`config.mk`:
```
export PLATFORM = sky130hd
export DESIGN_NAME = pc_fetch_sequencer
export DESIGN_NICKNAME = d
export VERILOG_FILES = /design/src/rtl/pc_fetch_sequencer.sv
export SDC_FILE = /design/constraint.sdc
export NUM_CORES = 1
export LEC_CHECK = 0
export CELL_PAD_IN_SITES_DETAIL_PLACEMENT = 1
export CELL_PAD_IN_SITES_GLOBAL_PLACEMENT = 1
export CORE_MARGIN = 8
export CORE_UTILIZATION = 32
export CTS_BUF_LIST = sky130_fd_sc_hd__clkbuf_2 sky130_fd_sc_hd__clkbuf_4 sky130_fd_sc_hd__clkbuf_8
export CTS_CLUSTER_DIAMETER = 150
export DETAILED_ROUTE_END_ITERATION = 12
export PLACE_DENSITY = 0.93
export SLEW_MARGIN = 10
export SYNTH_ARGS = -nofsm -noshare
export SYNTH_HDL_FRONTEND = slang
export SYNTH_SLANG_ARGS = --single-unit
```
`constraint.sdc`:
```
create_clock -name CLK -period 1.7 [get_ports CLK]
set_clock_uncertainty 0.2 [all_clocks]
set_input_delay 0.255 -clock CLK [delete_from_list [all_inputs] [get_ports CLK]]
set_output_delay 0.255 -clock CLK [all_outputs]
set_load 0.05 [all_outputs]
```
`src/rtl/pc_fetch_sequencer.sv`:
```
// Program counter and instruction-fetch sequencer for the single-cycle MIPS core.
// Optional macro PC_FETCH_CNT_EN adds the FETCH_CNT accepted-fetch counter port.
module pc_fetch_sequencer #(
  parameter logic [31:0] RESET_PC = 32'h0000_0000,
  parameter logic [31:0] PC_INC   = 32'd4
) (
  input  logic        CLK,
  input  logic        RESET,
  output logic [31:0] PC_out,
  output logic [31:0] INC_out,
  input  logic [31:0] PC_SEQ_in,
  input  logic        BR_TAKEN,
  input  logic [31:0] BR_TARGET,
  input  logic        JUMP,
  input  logic [31:0] J_TARGET,
  input  logic        STALL,
  input  logic        HALT,
  output logic        IM_REQ,
  input  logic        IM_ACK,
  output logic        IR_VALID,
  output logic        ALIGN_ERR
`ifdef PC_FETCH_CNT_EN
  ,
  output logic [31:0] FETCH_CNT
`endif
);

  typedef enum logic [1:0] {IDLE, FETCH, HALTED} state_t;

  state_t      state, state_n;
  logic [31:0] pc, pc_n;
  logic        pend_valid, pend_valid_n;
  logic        pend_jump, pend_jump_n;
  logic [31:0] pend_target, pend_target_n;
  logic        ir_valid, ir_valid_n;
  logic        align_err, align_err_n;
  logic [31:0] j_aligned, br_aligned;

  assign j_aligned  = {J_TARGET[31:2], 2'b00};
  assign br_aligned = {BR_TARGET[31:2], 2'b00};

  always_ff @(posedge CLK) begin
    if (!RESET) begin
      state       <= IDLE;
      pc          <= RESET_PC;
      pend_valid  <= 1'b0;
      pend_jump   <= 1'b0;
      pend_target <= 32'h0;
      ir_valid    <= 1'b0;
      align_err   <= 1'b0;
    end else begin
      state       <= state_n;
      pc          <= pc_n;
      pend_valid  <= pend_valid_n;
      pend_jump   <= pend_jump_n;
      pend_target <= pend_target_n;
      ir_valid    <= ir_valid_n;
      align_err   <= align_err_n;
    end
  end

  // A stalled fetch freezes PC and pending redirect; HALT still takes effect.
  always_comb begin
    state_n       = state;
    pc_n          = pc;
    pend_valid_n  = pend_valid;
    pend_jump_n   = pend_jump;
    pend_target_n = pend_target;
    ir_valid_n    = 1'b0;
    align_err_n   = 1'b0;
    case (state)
      IDLE: state_n = FETCH;
      FETCH: begin
        if (!STALL) begin
          if (IM_ACK) begin
            ir_valid_n   = 1'b1;
            pend_valid_n = 1'b0;
            if (JUMP) begin
              pc_n        = j_aligned;
              align_err_n = |J_TARGET[1:0];
            end else if (BR_TAKEN) begin
              pc_n        = br_aligned;
              align_err_n = |BR_TARGET[1:0];
            end else if (pend_valid) begin
              pc_n = pend_target;
            end else begin
              pc_n = PC_SEQ_in;
            end
          end else if (JUMP) begin
            pend_valid_n  = 1'b1;
            pend_jump_n   = 1'b1;
            pend_target_n = j_aligned;
            align_err_n   = |J_TARGET[1:0];
          end else if (BR_TAKEN && !(pend_valid && pend_jump)) begin
            pend_valid_n  = 1'b1;
            pend_jump_n   = 1'b0;
            pend_target_n = br_aligned;
            align_err_n   = |BR_TARGET[1:0];
          end
        end
        if (HALT) state_n = HALTED;
      end
      HALTED: state_n = HALTED;
      default: state_n = IDLE;
    endcase
  end

  assign PC_out    = pc;
  assign INC_out   = PC_INC;
  assign IM_REQ    = (state == FETCH);
  assign IR_VALID  = ir_valid;
  assign ALIGN_ERR = align_err;

`ifdef PC_FETCH_CNT_EN
  logic [31:0] fetch_cnt;

  // ir_valid_n is high exactly on an accept.
  always_ff @(posedge CLK) begin
    if (!RESET) fetch_cnt <= 32'h0;
    else if (ir_valid_n) fetch_cnt <= fetch_cnt + 32'd1;
  end

  assign FETCH_CNT = fetch_cnt;
`endif

endmodule

```
Word level (Yosys, flattened, before mapping):

Index checks and enable logic that the tools add are counted.

* register bits: 70
* bits in latches: 0
* memory bits (writable): 0
* bits in read-only memories: 0
* bits of input ports: 103
* output and inout port bits: 67
* word-level logic and storage cells: 44
* memories: 0

* $add $sub $neg: 0
* $mul: 0
* div/mod/pow operators: 0
* magnitude comparators: 0
* equality and inequality tests: 3
* shift-type cells: 0
* mux-type cells: 18
* bitwise logic cells: 4
* reductions and logical operators: 12

Operators by type and width (count)
* 2-to-1 mux 32 bit: 5
* 2-to-1 mux 1 bit: 11
* one-hot mux 2 bit (3 select lines): 1
* AND reduction 3 bit: 2
* NOT 1 bit: 4
* AND reduction 4 bit: 1
* OR reduction 2 bit: 2
* nonzero test 3 bit: 1
* OR reduction 3 bit: 1
* == test 2 x 1 -> 1 bit (second input constant): 1
* == test 2 bit (second input constant): 1
* logical AND 1 bit: 2
* zero test 2 bit: 1
* 2-to-1 mux 2 bit: 1
* != test 2 bit (second input constant): 1
* nonzero test 2 bit: 1
* zero test 1 bit: 1

Depth between registers and ports, before layout:

* depth in word-level cells: 6
* gate-level depth with buffers: 7
* mapped depth without buffers: 5

Worst setup path before layout:

No wires, ideal clock.

* path kind: register -> register
* from: reg state[1]
* to: reg pc[10] (netlist: PC_out[10])
* library setup time: 70 ps
* arrival: 1677 ps
* data required time: 1430 ps
* setup slack: -247 ps
* cell stages (with the launch flop): 8
* buffers on the path: 2
* period minus slack after synthesis: 1947 ps
* cell sequence: dfxtp_1 inv_1 ha_1 and3b_1 buf_2 clkbuf_1 o21ai_0 a21oi_1

* word-level cells in the longest chain between the ends: 2

RTL lines
* from (decl): line 30 `state_t state, state_n;`
* from (signal assigned): line 52 `state <= state_n;`
* == test 2 x 1 -> 1 bit
* via IM_REQ: line 18 `output logic IM_REQ,`
* AND reduction 3 bit (no source line)
* to (signal assigned): line 53 `pc <= pc_n;`
* to (decl): line 31 `logic [31:0] pc, pc_n;`

The timed path passes the listed nets, and every way through them passes these cells.
A chain may end at the register's enable or synchronous reset.

Worst setup path in the final report:

* from: reg pend_valid
* to: reg pc[20] (netlist: PC_out[20])

* word-level cells in the longest chain between the ends: 3

RTL lines
* from (decl): line 32 `logic pend_valid, pend_valid_n;`
* from (signal assigned): line 54 `pend_valid <= pend_valid_n;`
* 2-to-1 mux 32 bit: line 84 `end else if (pend_valid) begin`
* 2-to-1 mux 32 bit: line 81 `end else if (BR_TAKEN) begin`
* 2-to-1 mux 32 bit: line 78 `if (JUMP) begin`

No other way between the ends.

==> metrics.txt <==
R2R Path End PC_out[20]; total design power 5.291 mW; maximum vdd drop 0.0003211 V; area grow syn2layout 47.35%; Root Driver clkbuf_8; WHS Path Cells 3; Hold/Removal Path Class input pin to register; finished layout cell area 0.005833 sq mm; Critical Path End Type register; Reg2Reg Depth 4; leakage power figure 2.546 nW; commonest non-fill, non-tap cell in the layout clkdlybuf4s50_1; GR Overflow Total 0; WL/cell 19.58 um; Util after Layout 48.36%; Final WS setup -14.95 ps; Arr. time, crit path 1730 ps; vias per inst 5.026; Chip Height 127.2 um; Warnings, synthesis 0; status complete, but fails checks; fin crit period 1715 ps; Critical Path Fanout Max 10; Vias 3,674; R2R Setup Slk -10 ps; clock sinks 68; achievable frequency 583.1 MHz; router iterations before antenna repair 6; Netlist cell types 31; Post-Syn Instances 417; # nets final 663; Num CTS Buffers 9; DP Area 0.005565 sq mm; GPL Wtd Cong 0.7212; vias in the first global route 4,112; non-filler cells, final 731; Die Wd 127.2 um; share of post-route cells with drive strength above 1 27.89%; Worst Hold End pend_target[7]; Port Buffers 137; Boundary Pins 170; pre-CTS setup slack -374.6 ps; clk buf depth 2; setup TNS -14.95 ps; Tot GR Track Use 17.16%; post-DP HPWL 10,820 um; Detail Route Antenna Nets 0; final setup fails 1; violated checks negative setup slack; max-cap check violation count 0; quantity of hold-fixing buffers added after cts 0; CTS tree done; Yosys reg bits 68; H-tree depth 3; hold slack final 193.5 ps; largest net degree at the start of global routing 36; placed insts 712; initial DRC count 269; register area share after synthesis 34.39%; die area 0.01619 sq mm; kind of critical path register to register; commonest cells after routing, fill and taps aside clkdlybuf4s50_1, dfxtp_1, nand2_1, buf_4; Worst EP required 1720 ps; Worst setup SP type register; beginning of the worst register-to-register path pend_valid; Site Rows 40; fill cell count 1,363; Post-Route WL 14,320 um; Worst-path clk slew 80 ps; # DRC 0; ant diodes 0; initial core utilization 32.82%; Synth Cell Area 0.003959 sq mm; crit share post-route 100.9%; min-delay src RESET; core area 0.01206 sq mm; Clk Latency, worst-skew pair 340 ps; Final Max Slew Viols 0; Hold Vio Cnt, Final 0; Syn Area/Cell 9.494 sq um; RSZ-0062 raised after global routing yes; Cell Pwr Density 907.1 mW/mm^2; initial antenna violation count 0; first-pass GRT wire length 22,130 um
-- synth_stat cells (all sizes together) --
library cell | number | area, sq um
a21boi | 3 | 22.52
a21oi | 31 | 155.2
a222oi | 30 | 300.3
a31oi | 1 | 6.260
a32o | 1 | 10.01
and2 | 2 | 12.51
and3b | 1 | 8.760
buf | 48 | 376.6
clkbuf | 22 | 82.58
conb | 2 | 7.510
dfxtp | 68 | 1361
ha | 2 | 25.02
inv | 4 | 15.01
mux2 | 60 | 769.5
mux2i | 32 | 320.3
nand2 | 64 | 240.2
nand2b | 1 | 6.260
nand3 | 2 | 10.01
nand3b | 1 | 7.510
nor2 | 2 | 7.510
nor2b | 4 | 25.02
nor3 | 1 | 5.000
nor3b | 1 | 7.510
o2111a | 1 | 11.26
o21ai | 33 | 165.2
-- worst max-delay path by stage --
| stage | slack, ps | startpoint | cells after the start | end |
|---|---|---|---|---|
| 4_1_cts | -40 | pend_valid | 5 | PC_out[15] |
| 6_report | -10 | pend_valid | 4 | PC_out[20] |
| 3_3_place_gp | -270 | BR_TAKEN | 5 | PC_out[15] |
| 2_1_floorplan | 50 | state[0] | 5 | pend_target[10] |
| 3_5_place_dp | -370 | BR_TAKEN | 6 | pend_target[2] |
| 5_1_grt | -90 | pend_valid | 5 | PC_out[28] |
-- repair_timing --
item / CTS / global route
pin swaps: 24 / 15
cloned: 1 / 0
setup buffers: 3 / 0
resized for setup: 11 / 7
endpoints found under the setup margin: 58 / 59
-- cells by family (layout without fill, tap and decap cells) --
group	count (synthesis)	in the layout	synth area share, %
buffers and inverters	74	190	11.98
AOI/OAI and AO/OA	100	100	16.94
and+or+nand+nor	79	79	8.344
muxes	92	92	27.53
adders and majority gates	2	2	0.6320
DFF	68	68	34.39
other	2	32	0.1897
-- per-layer routing --
metal / vias up / wire length (um) / track usage, % / share of wire, %
met1: 1789 / 5694 / 18.52 / 40
li1: 1735 / - / - / -
met3: 16 / 928 / 4.908 / 6.5
met4: 0 / 255 / 5.738 / 1.8
met2: 134 / 7436 / 31.41 / 52
met5: - / 0 / 0 / 0
-- layout make-up --
| type | count | area [sq um] | area share (%) |
|---|---|---|---|
| clock buffers | 11 | 145.1 | 2.488 |
| clock inverters | 5 | 27.53 | 0.4719 |
| inverters | 4 | 15.01 | 0.2574 |
| multi-input cells | 305 | 2295 | 39.34 |
| flip-flops and latches | 68 | 1368 | 23.44 |
| well taps | 168 | 210.2 | 3.604 |
| repair buffers | 170 | 1773 | 30.39 |
-- registers in the layout (all words and copies together) (netlist names) --
register	cells
PC_out	32
pend_target	30
state	2
ALIGN_ERR	1
IR_VALID	1
pend_jump	1
pend_valid	1
-- worst max-delay path: stages, from the launching register on --
cell	delay, ps
dfxtp_4	450
buf_12	180
mux2_4	300
a222oi_1	350
a21oi_1	110
-- report_power, final --
part	switching (mW)	internal (mW)	total, mW
combinational	1.17	1.02	2.19
sequential	0.128	1.76	1.89
clock	0.639	0.576	1.22
No activity file was read; power rests on OpenSTA's default activity.
